$ cat config.mk
export PLATFORM = sky130hd
export DESIGN_NAME = la_clkgate_ctrl
export DESIGN_NICKNAME = d
export VERILOG_FILES = /design/src/rtl/la_clkgate_ctrl_pkg.sv /design/src/rtl/la_satcnt.sv /design/src/rtl/la_clkgate_ctrl.sv
export SDC_FILE = /design/constraint.sdc
export NUM_CORES = 1
export LEC_CHECK = 0
export ABC_CLOCK_PERIOD_IN_PS = 2070
export BUFFER_PORTS_ARGS = -buffer_cell sky130_fd_sc_hd__buf_2
export CAP_MARGIN = 20
export CORE_ASPECT_RATIO = 0.6
export CORE_UTILIZATION = 50
export DETAILED_ROUTE_END_ITERATION = 8
export PLACE_DENSITY = 0.76
export SETUP_SLACK_MARGIN = 0.4
export SLEW_MARGIN = 20
export SYNTH_ARGS = -nofsm -noshare
export SYNTH_HDL_FRONTEND = slang
export SYNTH_SLANG_ARGS = --single-unit
$ cat constraint.sdc
create_clock -name clk -period 2.07 [get_ports clk]
set_input_delay 0.5175 -clock clk [delete_from_list [all_inputs] [get_ports clk]]
set_output_delay 0.5175 -clock clk [all_outputs]
set_load 0.02 [all_outputs]
$ cat src/rtl/la_clkgate_ctrl_pkg.sv
// Shared types and widths for the idle-detect clock-gate enable controller.
package la_clkgate_ctrl_pkg;

    typedef enum logic [1:0] {
        ST_RUN  = 2'd0,
        ST_IDLE = 2'd1,
        ST_OFF  = 2'd2,
        ST_WAKE = 2'd3
    } state_t;

    localparam int WAKE_CW  = 4;
    localparam int GATED_CW = 32;

endpackage

$ cat src/rtl/la_satcnt.sv
// Saturating up-counter with synchronous clear (clear wins over increment).
module la_satcnt #(
    parameter int W = 8
) (
    input  logic         clk,
    input  logic         nreset,
    input  logic         clr,
    input  logic         inc,
    output logic [W-1:0] cnt
);

    // NOTE: sequential state uses non-blocking assignments so every flop samples pre-edge values.
    always_ff @(posedge clk or negedge nreset) begin
        if (!nreset) begin
            cnt <= '0;
        end else if (clr) begin
            cnt <= '0;
        end else if (inc && (cnt != {W{1'b1}})) begin
            cnt <= cnt + 1'b1;
        end
    end

endmodule

$ cat src/rtl/la_clkgate_ctrl.sv
// Idle-detect enable controller for an OR-style integrated clock gate.
// Define LA_CLKGATECTRL_STATS_EN to count cycles spent gated on gated_cnt.
module la_clkgate_ctrl
    import la_clkgate_ctrl_pkg::*;
#(
    parameter string PROP = "DEFAULT",
    parameter int    CW   = 8,
    parameter int    WAKE = 2
) (
    input  logic                clk,
    input  logic                nreset,
    input  logic                req,
    input  logic                busy,
    input  logic                force_on,
    input  logic [CW-1:0]       idle_cycles,
    output logic                en,
    output logic                ready,
    output logic                gated,
    output logic [GATED_CW-1:0] gated_cnt
);

    localparam logic [WAKE_CW-1:0] WAKE_END = WAKE_CW'(WAKE);

    state_t               state;
    state_t               next_state;
    logic                 act;
    logic [CW-1:0]        idle_cnt;
    logic [WAKE_CW-1:0]   wake_cnt;
    logic                 en_d;
    logic                 ready_d;
    logic                 gated_d;

    assign act = req | busy | force_on;

    // Outputs are registered from the next state so the gate enable never glitches.
    always_ff @(posedge clk or negedge nreset) begin
        if (!nreset) begin
            state <= ST_RUN;
            en    <= 1'b1;
            ready <= 1'b1;
            gated <= 1'b0;
        end else begin
            state <= next_state;
            en    <= en_d;
            ready <= ready_d;
            gated <= gated_d;
        end
    end

    // NOTE: default assignment first keeps this block free of inferred latches.
    always_comb begin
        next_state = state;
        unique case (state)
            ST_RUN: begin
                if (!act && (idle_cycles != '0)) next_state = ST_IDLE;
            end
            ST_IDLE: begin
                if (act || (idle_cycles == '0)) next_state = ST_RUN;
                else if (idle_cnt >= idle_cycles) next_state = ST_OFF;
            end
            ST_OFF: begin
                if (act) next_state = ST_WAKE;
            end
            ST_WAKE: begin
                if (wake_cnt >= WAKE_END) next_state = ST_RUN;
            end
            default: next_state = ST_RUN;
        endcase
    end

    always_comb begin
        en_d    = (next_state != ST_OFF);
        ready_d = (next_state == ST_RUN) || (next_state == ST_IDLE);
        gated_d = (next_state == ST_OFF);
    end

    // Both counters rest at zero outside their state, so entry loads 1.
    la_satcnt #(.W(CW)) u_idle_cnt (
        .clk    (clk),
        .nreset (nreset),
        .clr    (next_state != ST_IDLE),
        .inc    (next_state == ST_IDLE),
        .cnt    (idle_cnt)
    );

    la_satcnt #(.W(WAKE_CW)) u_wake_cnt (
        .clk    (clk),
        .nreset (nreset),
        .clr    (next_state != ST_WAKE),
        .inc    (next_state == ST_WAKE),
        .cnt    (wake_cnt)
    );

`ifdef LA_CLKGATECTRL_STATS_EN
    la_satcnt #(.W(GATED_CW)) u_gated_cnt (
        .clk    (clk),
        .nreset (nreset),
        .clr    (1'b0),
        .inc    (state == ST_OFF),
        .cnt    (gated_cnt)
    );
`else
    assign gated_cnt = '0;
`endif

endmodule
* Word-level counts from Yosys, hierarchy flattened
Cells that the tools add are included.
** Cells by class
- Add/subtract/negate cells :: 2
- Magnitude comparators :: 2
- Equal/unequal tests :: 11
- Multiplexer cells :: 10
- Bitwise operators :: 2
- Reduce and logical (&&, ||, !) cells :: 12
** Operators with widths (number)
- $mux W8 :: 2
- $mux W2 :: 5
- $add A8 B1 Y8 const B :: 1
- $eq A2 B2 Y1 const B :: 4
- $ge A8 B8 Y1 :: 1
- $logic_not A8 Y1 :: 1
- $mux W4 :: 2
- $ne A8 B8 Y1 const B :: 1
- $pmux W2 S4 :: 1
- $reduce_bool A8 Y1 :: 1
- $add A4 B1 Y4 const B :: 1
- $eq A2 B1 Y1 const B :: 2
- $ge A4 B2 Y1 const B :: 1
- $logic_not A2 Y1 :: 2
- $ne A2 B2 Y1 const B :: 2
- $ne A4 B4 Y1 const B :: 1
- $reduce_bool A2 Y1 :: 2
- $logic_and A1 B1 Y1 :: 3
- $logic_or A1 B1 Y1 :: 2
- $ne A2 B1 Y1 const B :: 1
- $or A1 B1 Y1 :: 2
- $logic_not A1 Y1 :: 1
** Word-level totals
- Register bits after elaboration :: 17
- Input bits :: 13
- Word-level logic and storage cells :: 45

* Longest topological paths before layout
- Depth after elaboration :: 10
- Depth in mapped cells :: 7
- Mapped depth without buffers :: 6

* Cells and area by module
Synthesis repeated with hierarchy kept, for this count alone.
** Unflattened totals
- Cell total of the unflattened synthesis :: 151
- Area, all modules :: 1381.3 µm²
** By module, submodules not included
- la_clkgate_ctrl :: times used 1, cells an instance 82, area an instance 688.2 µm²
- la_satcnt at u_idle_cnt :: times used 1, cells an instance 49, area an instance 464.2 µm²
- la_satcnt at u_wake_cnt :: times used 1, cells an instance 20, area an instance 229.0 µm²

* Worst setup path before layout
No wires, ideal clock.
- Path kind :: input to register
- Start point :: input idle_cycles[2]
- End point :: register state[0]
- Library setup time :: 0.087 ns
- Data arrival time :: 1.810 ns
- Path slack :: 0.173 ns
- Stages on the path :: 7
- Path through :: inv_1 > ha_1 > a211oi_1 > o21ai_0 > a311o_1 > buf_6 > a211oi_2
** Between the ends
- Cells in the longest elaborated chain, start to end :: 4
** RTL lines
- start, declared :: RTL line la_clkgate_ctrl.sv:15 : input logic [CW-1:0] idle_cycles,
- $ge A8 B8 Y1 (tied with other cells) :: RTL line la_clkgate_ctrl.sv:59 : else if (idle_cnt >= idle_cycles) next_state = ST_OFF;
- $mux W2 (tied with other cells) :: RTL line la_clkgate_ctrl.sv:59
- $mux W2 (on tied branches) :: RTL line la_clkgate_ctrl.sv:58, la_clkgate_ctrl.sv:55
- $pmux W2 S4 * :: RTL line la_clkgate_ctrl.sv:53 : unique case (state)
- named net next_state[0] :: RTL line la_clkgate_ctrl.sv:25 : state_t next_state;
- end signal, assigned :: RTL line la_clkgate_ctrl.sv:43 : state <= next_state;
- end, declared :: RTL line la_clkgate_ctrl.sv:24 : state_t state;
The timed path passes the listed nets; every way through them passes the cells marked *.
A chain may end at the register's enable or synchronous reset.

* Final worst setup path
- Start point :: input force_on
- End point :: register u_idle_cnt.cnt[3]
** Between the ends
- Cells in the longest elaborated chain, start to end :: 8
** RTL lines
- start, declared :: RTL line la_clkgate_ctrl.sv:14 : input logic force_on,
- $or A1 B1 Y1 * :: RTL line la_clkgate_ctrl.sv:33 : assign act = req | busy | force_on;
- $logic_not A1 Y1 :: RTL line la_clkgate_ctrl.sv:55 : if (!act && (idle_cycles != '0)) next_state = ST_IDLE;
- $logic_and A1 B1 Y1 :: RTL line la_clkgate_ctrl.sv:55
- $mux W2 :: RTL line la_clkgate_ctrl.sv:55
- $pmux W2 S4 * :: RTL line la_clkgate_ctrl.sv:53
- $eq A2 B1 Y1 :: RTL line la_clkgate_ctrl.sv:82 : .inc (next_state == ST_IDLE),
- $logic_and A1 B1 Y1 :: RTL line la_satcnt.sv:18 : end else if (inc && (cnt != {W{1'b1}})) begin
- $reduce_bool A2 Y1 (no source line)
- end signal, assigned :: RTL line la_satcnt.sv:19 : cnt <= cnt + 1'b1;
- end, declared :: RTL line la_satcnt.sv:9 : output logic [W-1:0] cnt
Every way passes the cells marked *; elsewhere a longest branch is shown, timed or not.

==> metrics.txt <==
outcome finished clean; top_reg_cell synth sky130_fd_sc_hd__dfrtp_1; clk_lat worst skew 0.25 ns; CP Launch Point force_on; global placement routability congestion 0.847; area fraction in and, or, nand and nor cells after synthesis 17.9%; cell at the root of the clock tree sky130_fd_sc_hd__clkbuf_8; arrival time of the worst setup path 1.98 ns; Post-Syn Area 0.00136 mm2; endpoint of the worst register-to-register path u_idle_cnt.cnt[3]$_DFFE_PN0P_; proportion of synthesized chip area in sequential cells 31.6%; worst hold slack across all endpoints 0.186 ns; setup repair after global routing missed its margin true; clock tree from TritonCTS built; proportion of synthesized flip-flops having asynchronous set or reset 100%; number of clock sinks 17; endpoint of the worst setup timing path u_idle_cnt.cnt[3]$_DFFE_PN0P_; fraction of the mapped netlist area in compound gates 14.7%; post-layout minimum cycle time 1.83 ns; count of max-cap constraint violations 0; hold-fix buffer count after cts 0; Fin Clk Skew 0.00227 ns; path category of the worst min-delay check in2async; internal power 0.000675 W; nature of the critical path endpoint flip-flop; antenna violation net count after detailed routing 0; cts bufs inserted 3; wire length of the first global-routing pass 5020 um; f_max 0.546 GHz; post-synthesis instance total 154; Syn Area/Cell 8.80 um2; WL per Instance 14.6 um; final routed wirelength across all metal layers 3160 um; NumNets Final 209; Register-to-Register Path Depth 5; cell types occupying the most area after synthesis sky130_fd_sc_hd__dfrtp_1, sky130_fd_sc_hd__buf_4, sky130_fd_sc_hd__ha_1; largest net degree at the start of global routing 18; Yosys top cell by area sky130_fd_sc_hd__dfrtp_1; Yosys cell types 40; H-tree levels 1; switching share of power 35.7%; antenna violations before repair 0; net switching power 0.000375 W; Die H 42.3 um; global route overflow 0; Synthesis Warnings 0; part of the total power dissipated in the clock network 23.1%; Non-Filler Cell Area, Final 0.00157 mm2; least setup slack across all paths after layout 0.240 ns; Initial Util 53.3%; Final Setup Violations 0; series of cell instances along the critical path buf_6 -> or4_4 -> a21o_1 -> a311o_2 -> a211oi_2; Slowest cell on crit path sky130_fd_sc_hd__or4_4; Leak Pwr 0.744 nW; Required @ worst endpoint 2.22 ns; Port Buffer Count 15; Critical Path Source Type primary input; antenna diode instance count 0; Pwr Density 670 mW/mm2; Comb pwr share 36.8%; total vias in the final route 1134; total half-perimeter wirelength after legalization and detailed placement 1960 um; number of synthesized flops with an enable pin 0; clock slew at reported path FFs 0.06 ns; post-synthesis adder-cell area fraction 10.2%; most frequent cell after synthesis sky130_fd_sc_hd__buf_4; clock buffer depth 2; multiplexer share of the synthesized area 1.48%; number of design-rule violations left by the first detailed-router iteration 75; core outline area 0.00254 mm2; Final Cycle Share 88.4%; commonest cells in the synthesized netlist sky130_fd_sc_hd__buf_4, sky130_fd_sc_hd__dfrtp_1, sky130_fd_sc_hd__a21oi_1, sky130_fd_sc_hd__ha_1, sky130_fd_sc_hd__nor2_1; fraction of final layout cells sized beyond drive strength 1 28.8%; pre-CTS worst setup slack -0.0177 ns; peak per-stage delay on the critical path 0.53 ns; number of placement rows 14; sum of negative setup slack 0 ns; sequential group share of total power 40.1%; GRT Total Usage 22.7%; number of top-level design ports 48; Worst R2R Setup Slack 0.25 ns; xor and xnor fraction of the mapped netlist area 2.59%; number of fill cells 220; via count normalized by instance count 5.25; post-detailed-route DRC marker count 0; critical setup path kind in2reg; share of the synthesized area in the top cell type 27.7%; Layout area overhead 15.7%; number of storage elements in the synthesis netlist 17; Die Area 0.00293 mm2; largest fanout of any net on the critical path 5; fin. max-slew vios 0; vias in the first global route 1055; r2r startpoint u_idle_cnt.cnt[3]$_DFFE_PN0P_; number of optimization iterations in the first detailed-route pass 4; IR drop worst, VDD 0.455 mV; combinational family with the most area after synthesis buffers and inverters; Die Span X 69.2 um; final-report hold violation count 0; Area after DPL 0.00134 mm2
## logic make-up (layout without fill, tap and decap cells)
family / count (synthesis) / in the layout
simple gates: 45 / 45
other cells: 1 / 32
flops: 17 / 17
xor+xnor: 4 / 4
buf+inv: 43 / 41
mux: 2 / 2
fa+ha+maj: 11 / 11
compound gates: 31 / 32
## critical path: cells and delay by family
kind | cells | cell delay, ns
AOI/OAI and AO/OA | 3 | 0.83
buffers and inverters | 1 | 0.09
and+or+nand+nor | 1 | 0.53
## timing repair
item,4_1_cts,5_1_grt
buffers inserted,7,5
hold endpoints to repair,0,0
gates resized for setup,7,14
gates cloned,1,0
pin swaps,5,10
endpoints found under the setup margin,15,17
## routing by layer
layer	track usage [%]	routed length [um]	vias to the layer above
met5	0	0	-
met4	7.76	64	0
met3	6.01	185	8
met2	38.4	1560	49
met1	28.2	1340	542
li1	-	-	535
## placed cells by master, fill, tap and decap left out, types with 2 or more instances in the layout
cell	netlist	layout
sky130_fd_sc_hd__ha_4	0	2
sky130_fd_sc_hd__mux2i_1	2	2
sky130_fd_sc_hd__a21o_1	2	2
sky130_fd_sc_hd__a211oi_2	2	2
sky130_fd_sc_hd__buf_2	0	13
sky130_fd_sc_hd__o21ai_2	0	2
sky130_fd_sc_hd__nand4_1	2	2
sky130_fd_sc_hd__ha_2	0	2
sky130_fd_sc_hd__nor4_1	3	3
sky130_fd_sc_hd__xnor2_1	3	3
sky130_fd_sc_hd__nor2_1	11	11
sky130_fd_sc_hd__clkbuf_8	0	3
sky130_fd_sc_hd__inv_1	9	8
sky130_fd_sc_hd__a21oi_2	0	2
sky130_fd_sc_hd__o21ai_0	6	3
sky130_fd_sc_hd__dfstp_2	2	2
sky130_fd_sc_hd__nor2b_1	4	4
sky130_fd_sc_hd__dfrtp_2	0	2
sky130_fd_sc_hd__nand3_1	4	4
sky130_fd_sc_hd__buf_4	32	12
sky130_fd_sc_hd__buf_6	1	3
sky130_fd_sc_hd__a21oi_1	12	10
sky130_fd_sc_hd__nand2_1	7	7
sky130_fd_sc_hd__dfrtp_1	15	13
sky130_fd_sc_hd__conb_1	1	32
sky130_fd_sc_hd__ha_1	11	7
sky130_fd_sc_hd__nor3_1	3	3
## final cells by class
class	instances	area (um2)	area share, %
multi-input combinational	126	830	52.9
tap	32	40.0	2.55
sequential	17	430	27.5
inverter	9	33.8	2.15
clock buffer	4	45.0	2.87
timing repair buffer	28	189	12.1
## state kept, by name, indices dropped and copies added (netlist names)
name and count:
ready 1, state 2, gated 1, en 1, u_wake_cnt.cnt 4, u_idle_cnt.cnt 8
## how the worst min path moves through the flow
stage,cells after the start,slack [ns],startpoint,end
detailed placement,1,0.46,nreset,u_idle_cnt.cnt[5]$_DFFE_PN0P_
CTS,1,0.19,nreset,u_idle_cnt.cnt[0]$_DFFE_PN0P_
global placement,1,0.45,nreset,u_idle_cnt.cnt[3]$_DFFE_PN0P_
floorplan,0,0.22,nreset,gated$_DFF_PN0_
finish,1,0.19,nreset,u_idle_cnt.cnt[5]$_DFFE_PN0P_
global route,1,0.21,nreset,state[1]$_DFF_PN0_
## stage by stage
step | power, W | instances | util (%)
floorplan | 0.000686 | 185 | -
global placement | 0.000693 | 199 | 52.7
detailed placement | 0.000714 | 199 | 52.7
CTS | 0.00100 | 211 | 57.7
global route | 0.00111 | 216 | 61.7
finish | 0.00105 | 216 | 61.7
## power groups by stage
stage                     Clock [W]  Combinational [W]  Sequential (W)
final                      0.000243           0.000386        0.000421
after global routing       0.000271           0.000418        0.000426
after CTS                  0.000251           0.000331        0.000419
after detailed placement          0           0.000285        0.000429
after global placement            0           0.000270        0.000422
after floorplan                   0           0.000257        0.000430
No activity file was read; power rests on OpenSTA's default activity.
